**src/rtl/tokenflow_gen.sv**
```systemverilog
// Token generator driving a 4-phase req/ack channel with a folded value of
// one of four integer sequences; ack_in arrives asynchronously from a pad.
module tokenflow_gen #(
  parameter int W           = 26,
  parameter int OUT_W       = 15,
  parameter int SYNC_STAGES = 2
) (
  input  logic             clk,
  input  logic             rst_n,
  input  logic             run,
  input  logic [1:0]       mode,
  input  logic             ack_in,
  output logic             req,
  output logic [OUT_W-1:0] data_out
);

  typedef enum logic [1:0] {
    IDLE = 2'd0,
    REQ  = 2'd1,
    RET  = 2'd2
  } state_t;

  localparam logic [W-1:0] ONE = {{(W-1){1'b0}}, 1'b1};

  logic [SYNC_STAGES-1:0] sync_r;
  logic                   ack_s;
  state_t                 state_r;
  logic [W-1:0]           x_r;
  logic [W-1:0]           v_r;
  logic [1:0]             mode_q_r;
  logic                   req_r;
  logic [OUT_W-1:0]       data_r;
  logic [W-1:0]           x_plus1_s;
  logic [W-1:0]           adv_s;

  // Upper bits folded onto the low OUT_W bits; the high part never exceeds OUT_W bits.
  function automatic logic [OUT_W-1:0] fold(input logic [W-1:0] val);
    logic [W-1:0] hi;
    hi = val >> OUT_W;
    return val[OUT_W-1:0] ^ hi[OUT_W-1:0];
  endfunction

  // Synchronizer chain for the pad-driven acknowledge.
  always_ff @(posedge clk or negedge rst_n) begin
    if (!rst_n) begin
      sync_r <= {SYNC_STAGES{1'b0}};
    end else begin
      sync_r <= {sync_r[SYNC_STAGES-2:0], ack_in};
    end
  end

  assign ack_s     = sync_r[SYNC_STAGES-1];
  assign x_plus1_s = x_r + ONE;

  // Per-mode step added to v, based on the pre-increment counter x.
  always_comb begin
    adv_s = {W{1'b0}};
    case (mode_q_r)
      2'b00:   adv_s = x_plus1_s + x_plus1_s;
      2'b01:   adv_s = ONE;
      2'b10:   adv_s = x_r + x_r + ONE;
      2'b11:   adv_s = x_plus1_s;
      default: adv_s = {W{1'b0}};
    endcase
  end

  // Handshake FSM with sequence state and registered channel outputs.
  always_ff @(posedge clk or negedge rst_n) begin
    if (!rst_n) begin
      state_r  <= IDLE;
      x_r      <= {W{1'b0}};
      v_r      <= {W{1'b0}};
      mode_q_r <= 2'b00;
      req_r    <= 1'b0;
      data_r   <= {OUT_W{1'b0}};
    end else begin
      case (state_r)
        IDLE: begin
          req_r <= 1'b0;
          if (run && !ack_s) begin
            state_r <= REQ;
            req_r   <= 1'b1;
            // A new mode restarts its sequence, so the token is fold(0) = 0.
            if (mode != mode_q_r) begin
              x_r      <= {W{1'b0}};
              v_r      <= {W{1'b0}};
              mode_q_r <= mode;
              data_r   <= {OUT_W{1'b0}};
            end else begin
              data_r <= fold(v_r);
            end
          end else begin
            state_r <= IDLE;
          end
        end
        REQ: begin
          if (ack_s) begin
            state_r <= RET;
            req_r   <= 1'b0;
            v_r     <= v_r + adv_s;
            x_r     <= x_plus1_s;
          end else begin
            state_r <= REQ;
            req_r   <= 1'b1;
          end
        end
        RET: begin
          req_r <= 1'b0;
          if (!ack_s) begin
            state_r <= IDLE;
          end else begin
            state_r <= RET;
          end
        end
        default: begin
          state_r <= IDLE;
          req_r   <= 1'b0;
        end
      endcase
    end
  end

  assign req      = req_r;
  assign data_out = data_r;

endmodule

```
**config.mk**
```make
export PLATFORM = sky130hd
export DESIGN_NAME = tokenflow_gen
export DESIGN_NICKNAME = d
export VERILOG_FILES = /design/src/rtl/tokenflow_gen.sv
export SDC_FILE = /design/constraint.sdc
export NUM_CORES = 1
export LEC_CHECK = 0
export BUFFER_PORTS_ARGS = -buffer_cell sky130_fd_sc_hd__buf_2
export CORE_ASPECT_RATIO = 2
export CORE_MARGIN = 4
export CORE_UTILIZATION = 60
export CTS_CLUSTER_DIAMETER = 50
export DETAILED_ROUTE_END_ITERATION = 8
export PLACE_DENSITY_LB_ADDON = 0.12
export SYNTH_ARGS = -nofsm -noshare
export SYNTH_HDL_FRONTEND = slang
export SYNTH_SLANG_ARGS = --single-unit
```
**constraint.sdc**
```tcl
create_clock -name clk -period 7.7 [get_ports clk]
set_input_delay 1.155 -clock clk [delete_from_list [all_inputs] [get_ports clk]]
set_output_delay 1.155 -clock clk [all_outputs]
set_load 0.02 [all_outputs]
```
==> flow_metrics.tcl, run 1 <==
set metrics [dict create \
    ir_drop_mv 0.180 \
    fin_crit_ps 4560 \
    synth-seq-cells 74 \
    gp_congestion 0.897 \
    wire_per_inst_um 19.2 \
    start_kind "register" \
    ioPinCount 22 \
    cts_resized 0 \
    grt_pass1_wl_mm 24.3 \
    synth_nets 708 \
    synth_warnings 0 \
    pwr-share-comb 0.421 \
    slew_viol_final 0 \
    crit_slowest_cell "dfrtp_1" \
    drc 0 \
    arrival_ps 4790 \
    grt_use_total 0.280 \
    core_um2 9070 \
    portBuffers 21 \
    worstHoldPathType "register to register" \
    crit_path_max_incr_delay_ps 500 \
    cts.sinks 74 \
    grt_pass1_vias 4888 \
    clkPwrFrac 0.250 \
    power_leakage_uw 0.00269 \
    critical_path_class "register to register" \
    syn2layout_area_growth_pct 6.56 \
    antenna_found_initial 0 \
    n_fill_cell 790 \
    vias 4889 \
    die_area_um2 11100 \
    vias_per_cell 6.40 \
    p_int_uw 1060 \
    period_share 0.593 \
    hold_viol 0 \
    numCtsBuffers 9 \
    dp_hpwl_mm 10.4 \
    relSlewSlack 0.221 \
    synth_ff_type "dfrtp_1" \
    cp-end-kind "register" \
    grt_setup_unrepaired "no" \
    fin_worst_skew_ps 6.23 \
    syn_area_um2 5610 \
    cts_root_buf "clkbuf_16" \
    power_density_nw_per_um2 299 \
    crit_chain "ha_1 -> nand4_2 -> nor2_1 -> nand4_1 -> nor2_1 -> xnor2_1 -> nand2_1 -> o211ai_1 -> o21ai_0 -> ha_1 -> o21ai_0 -> nand2b_1 -> a21oi_1 -> nor4b_2 -> o41ai_4 -> a21boi_1 -> o21ai_2 -> a21o_1 -> a32o_1" \
    seq_area_frac_synth 0.330 \
    cts_setup_buffers 0 \
    hold_depth 0 \
    layout-drive-gt1-share 0.0982 \
    fin_setup_tns_ps 0 \
    drt_first_pass_iters 4 \
    clockBufferDepth 2 \
    clock_latency_ps 340 \
    final_core_util 0.659 \
    cts_hold_buf 0 \
    placementRows 49 \
    finalInstanceArea_um2 5980 \
    dieHeight_um 145 \
    nNetsFinal 690 \
    seqPwrFrac 0.328 \
    syn_avg_cell_area_um2 8.31 \
    cts_tree "built" \
    crit_fanout 7 \
    placed_area_um2 5660 \
    power.net_switching_uw 731 \
    finalSetupViolCount 0 \
    syn-instance-count 675 \
    outcome "finished clean" \
    num_antenna_cells 0 \
    synth_edf_count 0 \
    crit_required_ps 7920 \
    finalWirelength_mm 14.7 \
    htree_levels 3 \
    async_reset_ff_frac 1.00 \
    r2r_cells 19 \
    max_freq_mhz 219 \
    clkTransAtPathRegs_ps 60 \
    final_common_cell "nand2_1" \
    max_cap_viol_count 0 \
    die_w_um 76.4 \
    drtIter0Drc 408 \
    start_util 0.618 \
    grt-ovfl-total 0 \
    whs_ps 358 \
    ant_nets 0 \
    grt_max_degree 75 \
    switching_share 0.409 \
    yosysUniqueCellTypes 68 \
    final_cell_mix "87 x nand2_1, 80 x o21ai_0, 73 x dfrtp_1" \
    worst_pin_slew_ps 1170 \
]
-- final timing paths --
| path | start | to | slack, ps |
|---|---|---|---|
| max in group asynchronous | rst_n | mode_q_r[0] | 6080 |
| hold / removal | sync_r[0] | sync_r[1] | 360 |
| setup reg to reg | x_r[0] | v_r[23] | 3140 |
| hold reg to reg | sync_r[0] | sync_r[1] | 360 |
| setup / recovery | x_r[0] | v_r[23] | 3140 |
| min in group asynchronous | rst_n | x_r[11] | 940 |
-- logic make-up after synthesis --
logic type,synth area share
compound gates,0.261
xor+xnor,0.0843
fa+ha+maj,0.0616
buf+inv,0.0471
flops,0.330
mux,0.0165
simple gates,0.199
-- flip-flops by register name, indices dropped and copies added (netlist names) --
register,count
data_out,15
mode_q_r,2
req,1
state_r,2
sync_r,2
v_r,26
x_r,26
-- power groups by stage --
stage,sequential [uW],clock (uW),combinational (uW)
after detailed placement,591,0,751
after CTS,586,450,754
after global placement,588,0,734
after floorplan,578,0,553
final,587,447,752
after global routing,598,470,845
-- Yosys cell counts (all sizes together), types with 4 or more instances --
master / number / area share
xnor2: 30 / 0.047
a21oi: 41 / 0.037
ha: 26 / 0.058
nand2b: 8 / 0.0089
clkbuf: 33 / 0.022
xor2: 24 / 0.037
nand4: 7 / 0.012
inv: 10 / 0.0067
nand3: 18 / 0.019
o21ai: 89 / 0.080
nand2: 88 / 0.059
and2: 4 / 0.0045
a32o: 6 / 0.011
o31ai: 20 / 0.029
dfrtp: 74 / 0.33
a22o: 7 / 0.011
o211ai: 19 / 0.025
nor3: 24 / 0.023
nor2: 46 / 0.034
and3: 11 / 0.012
a21o: 19 / 0.025
mux2i: 7 / 0.012
buf: 21 / 0.018
-- per-layer routing --
layer  vias to the layer above  track usage  part of all wire  routed length [um]
met2                       105        0.511              0.52                7640
met5                         -            0                 0                   0
met1                      2361        0.322              0.41                5960
li1                       2384            -                 -                   -
met4                         0        0.138             0.041                 608
met3                        39       0.0353             0.031                 459
-- critical path: cells and delay by family (launching register included) --
family | cells | cell delay, ps
AOI/OAI and AO/OA | 9 | 1330
xor gates and xnor gates | 1 | 170
adders and majority gates | 2 | 810
DFF | 1 | 500
and+or+nand+nor | 7 | 1630
-- per-stage QoR --
step | worst slack [ps] | total power, uW | cells
2_1_floorplan | 3770 | 1130 | 675
3_3_place_gp | 3310 | 1320 | 748
3_5_place_dp | 3160 | 1340 | 748
4_1_cts | 3130 | 1790 | 764
5_1_grt | 2790 | 1910 | 764
6_report | 3140 | 1790 | 764
-- area by class of cell --
type	instances	area [um2]	area share
inverter	10	37.5	0.00628
timing repair buffer	25	138	0.0230
clock buffer	13	270	0.0452
sequential	74	1850	0.310
clock inverter	3	46.3	0.00775
tap	102	128	0.0214
multi-input combinational	537	3500	0.586
Power figures use the tool's default switching activity.
==> run 2, diff against run 1 <==
==> constraint.sdc (replaced) <==
create_clock -name clk -period 4.5 [get_ports clk]
set_input_delay 0.675 -clock clk [delete_from_list [all_inputs] [get_ports clk]]
set_output_delay 0.675 -clock clk [all_outputs]
set_load 0.02 [all_outputs]
==> flow_metrics.tcl, run 2 (synthesis gave the netlist of run 1 again) <==
set metrics [dict create \
    arrival_ps 4440 \
    grt-ovfl-total 0 \
    outcome "finished clean" \
    p_total_uw 3020 \
    multi_input_area_um2 3510 \
    finalSetupViolCount 0 \
    max_cap_viol_count 0 \
    drc 0 \
    cts.sinks 74 \
    min_to "sync_r[1]" \
    gp_congestion 0.959 \
    slew_viol_final 0 \
    period_share 0.938 \
    cts_root_buf "clkbuf_16" \
    crit_chain "ha_2 -> and3_1 -> and3_1 -> xnor2_1 -> nand2_1 -> o211ai_1 -> o21ai_0 -> ha_1 -> a211o_1 -> nand3b_1 -> a211o_1 -> o311ai_4 -> o41ai_4 -> a21boi_1 -> o21ai_2 -> nand3_1 -> a32o_1" \
    r2r_cells 17 \
    vias 4968 \
    die_area_um2 11100 \
    r2r-end "v_r[23]" \
    layout-drive-gt1-share 0.115 \
    placementRows 49 \
    dieHeight_um 145 \
    crit_slowest_cell "dfrtp_1" \
    max_freq_mhz 237 \
    clock_latency_ps 330 \
    worst_pin_slew_ps 969 \
    critPathBufInv 0 \
    numCtsBuffers 9 \
    num_antenna_cells 0 \
    fin_worst_skew_ps 7.70 \
    nNetsFinal 696 \
    r2r-start "x_r[1]" \
    grt_setup_unrepaired "no" \
    finalWirelength_mm 14.7 \
    htree_levels 3 \
    vias_per_cell 6.45 \
    clkTransAtPathRegs_ps 60 \
    grt_max_degree 75 \
    fin_setup_tns_ps 0 \
    final_cells 770 \
    final_cell_mix "87 x nand2_1, 80 x o21ai_0, 69 x dfrtp_1" \
    syn2layout_area_growth_pct 7.16 \
    cts_hold_buf 0 \
    relSlewSlack 0.354 \
    worstHoldPathType "register to register" \
    rrSetupSlack_ps 280 \
    crit_required_ps 4720 \
    hold_viol 0 \
    ff_latch_area_um2 1860 \
    setup_slack_ps 278 \
    dp_slack_ps 238 \
    crit_path_max_incr_delay_ps 450 \
    cp_top_family "compound AO/OA/AOI/OAI gates" \
    die_w_um 76.4 \
    fin_crit_ps 4220 \
    n_fill_cell 737 \
    drtIter0Drc 452 \
    finalInstanceArea_um2 6010 \
    routed-wl-met3_um 413 \
    met2_length_mm 7.66 \
    hold_start "sync_r[0]" \
    dp_cells 754 \
    power_leakage_uw 0.00269 \
    ir_drop_mv 0.412 \
    ant_nets 0 \
    portBuffers 21 \
    placed_area_um2 5700 \
    grt_pass1_vias 4725 \
    dp_hpwl_mm 10.5 \
    wire_per_inst_um 19.1 \
    start_kind "register" \
    critical_path_class "register to register" \
    core_um2 9070 \
    grt_pass1_wl_mm 23.8 \
    crit_fanout 7 \
    start_util 0.618 \
    cts_resized 0 \
    power_density_nw_per_um2 503 \
    ioPinCount 22 \
    grt_use_total 0.271 \
    wl_met1_mm 5.95 \
    cp-end-kind "register" \
    hold_depth 0 \
    clockBufferDepth 2 \
    cts_tree "built" \
    drt_first_pass_iters 5 \
    antenna_found_initial 0 \
    dr.max_layer_used "met4" \
    final_common_cell "nand2_1" \
    cts_setup_buffers 0 \
]
[run 2: layer usage]
layer  vias up  GRT usage
li1       2403          -
met4         0      0.146
met2       135      0.486
met1      2378      0.315
met5         -          0
met3        52     0.0347
[run 2: area by class of cell]
cell class                      instances  share of cell area
Inverter                               10             0.00625
Clock inverter                          6              0.0110
Multi-Input combinational cell        537               0.584
Sequential cell                        74               0.309
Timing Repair Buffer                   31              0.0304
Tap cell                              102              0.0212
Clock buffer                           10              0.0381
[run 2: worst max-delay path by stage]
stage | from | to | depth (start not counted)
global placement | x_r[0] | v_r[25] | 17
detailed placement | x_r[0] | v_r[25] | 17
global route | x_r[6] | v_r[22] | 17
CTS | x_r[0] | v_r[23] | 17
floorplan | x_r[0] | v_r[23] | 19
finish | x_r[1] | v_r[23] | 17
[run 2: power by group]
part           internal [uW]  switching (uW)  total, uW
Combinational            511             739       1250
Sequential               819             234       1050
Clock                    431             292        722
[run 2: through the flow]
stage | hold WS (ps) | util
6_report | 349 | 0.662
5_1_grt | 368 | 0.662
4_1_cts | 355 | 0.661
3_5_place_dp | 350 | 0.629
3_3_place_gp | 346 | 0.629
2_1_floorplan | 331 | -
[run 2: worst reg2reg max path, stage by stage, from the launching register on]
cell and delay (ps):
dfrtp_1 450, ha_2 300, and3_1 260, and3_1 240, xnor2_1 160, nand2_1 80
o211ai_1 110, o21ai_0 210, ha_1 430, a211o_1 340, nand3b_1 110, a211o_1 220
o311ai_4 150, o41ai_4 400, a21boi_1 150, o21ai_2 150, nand3_1 90, a32o_1 250
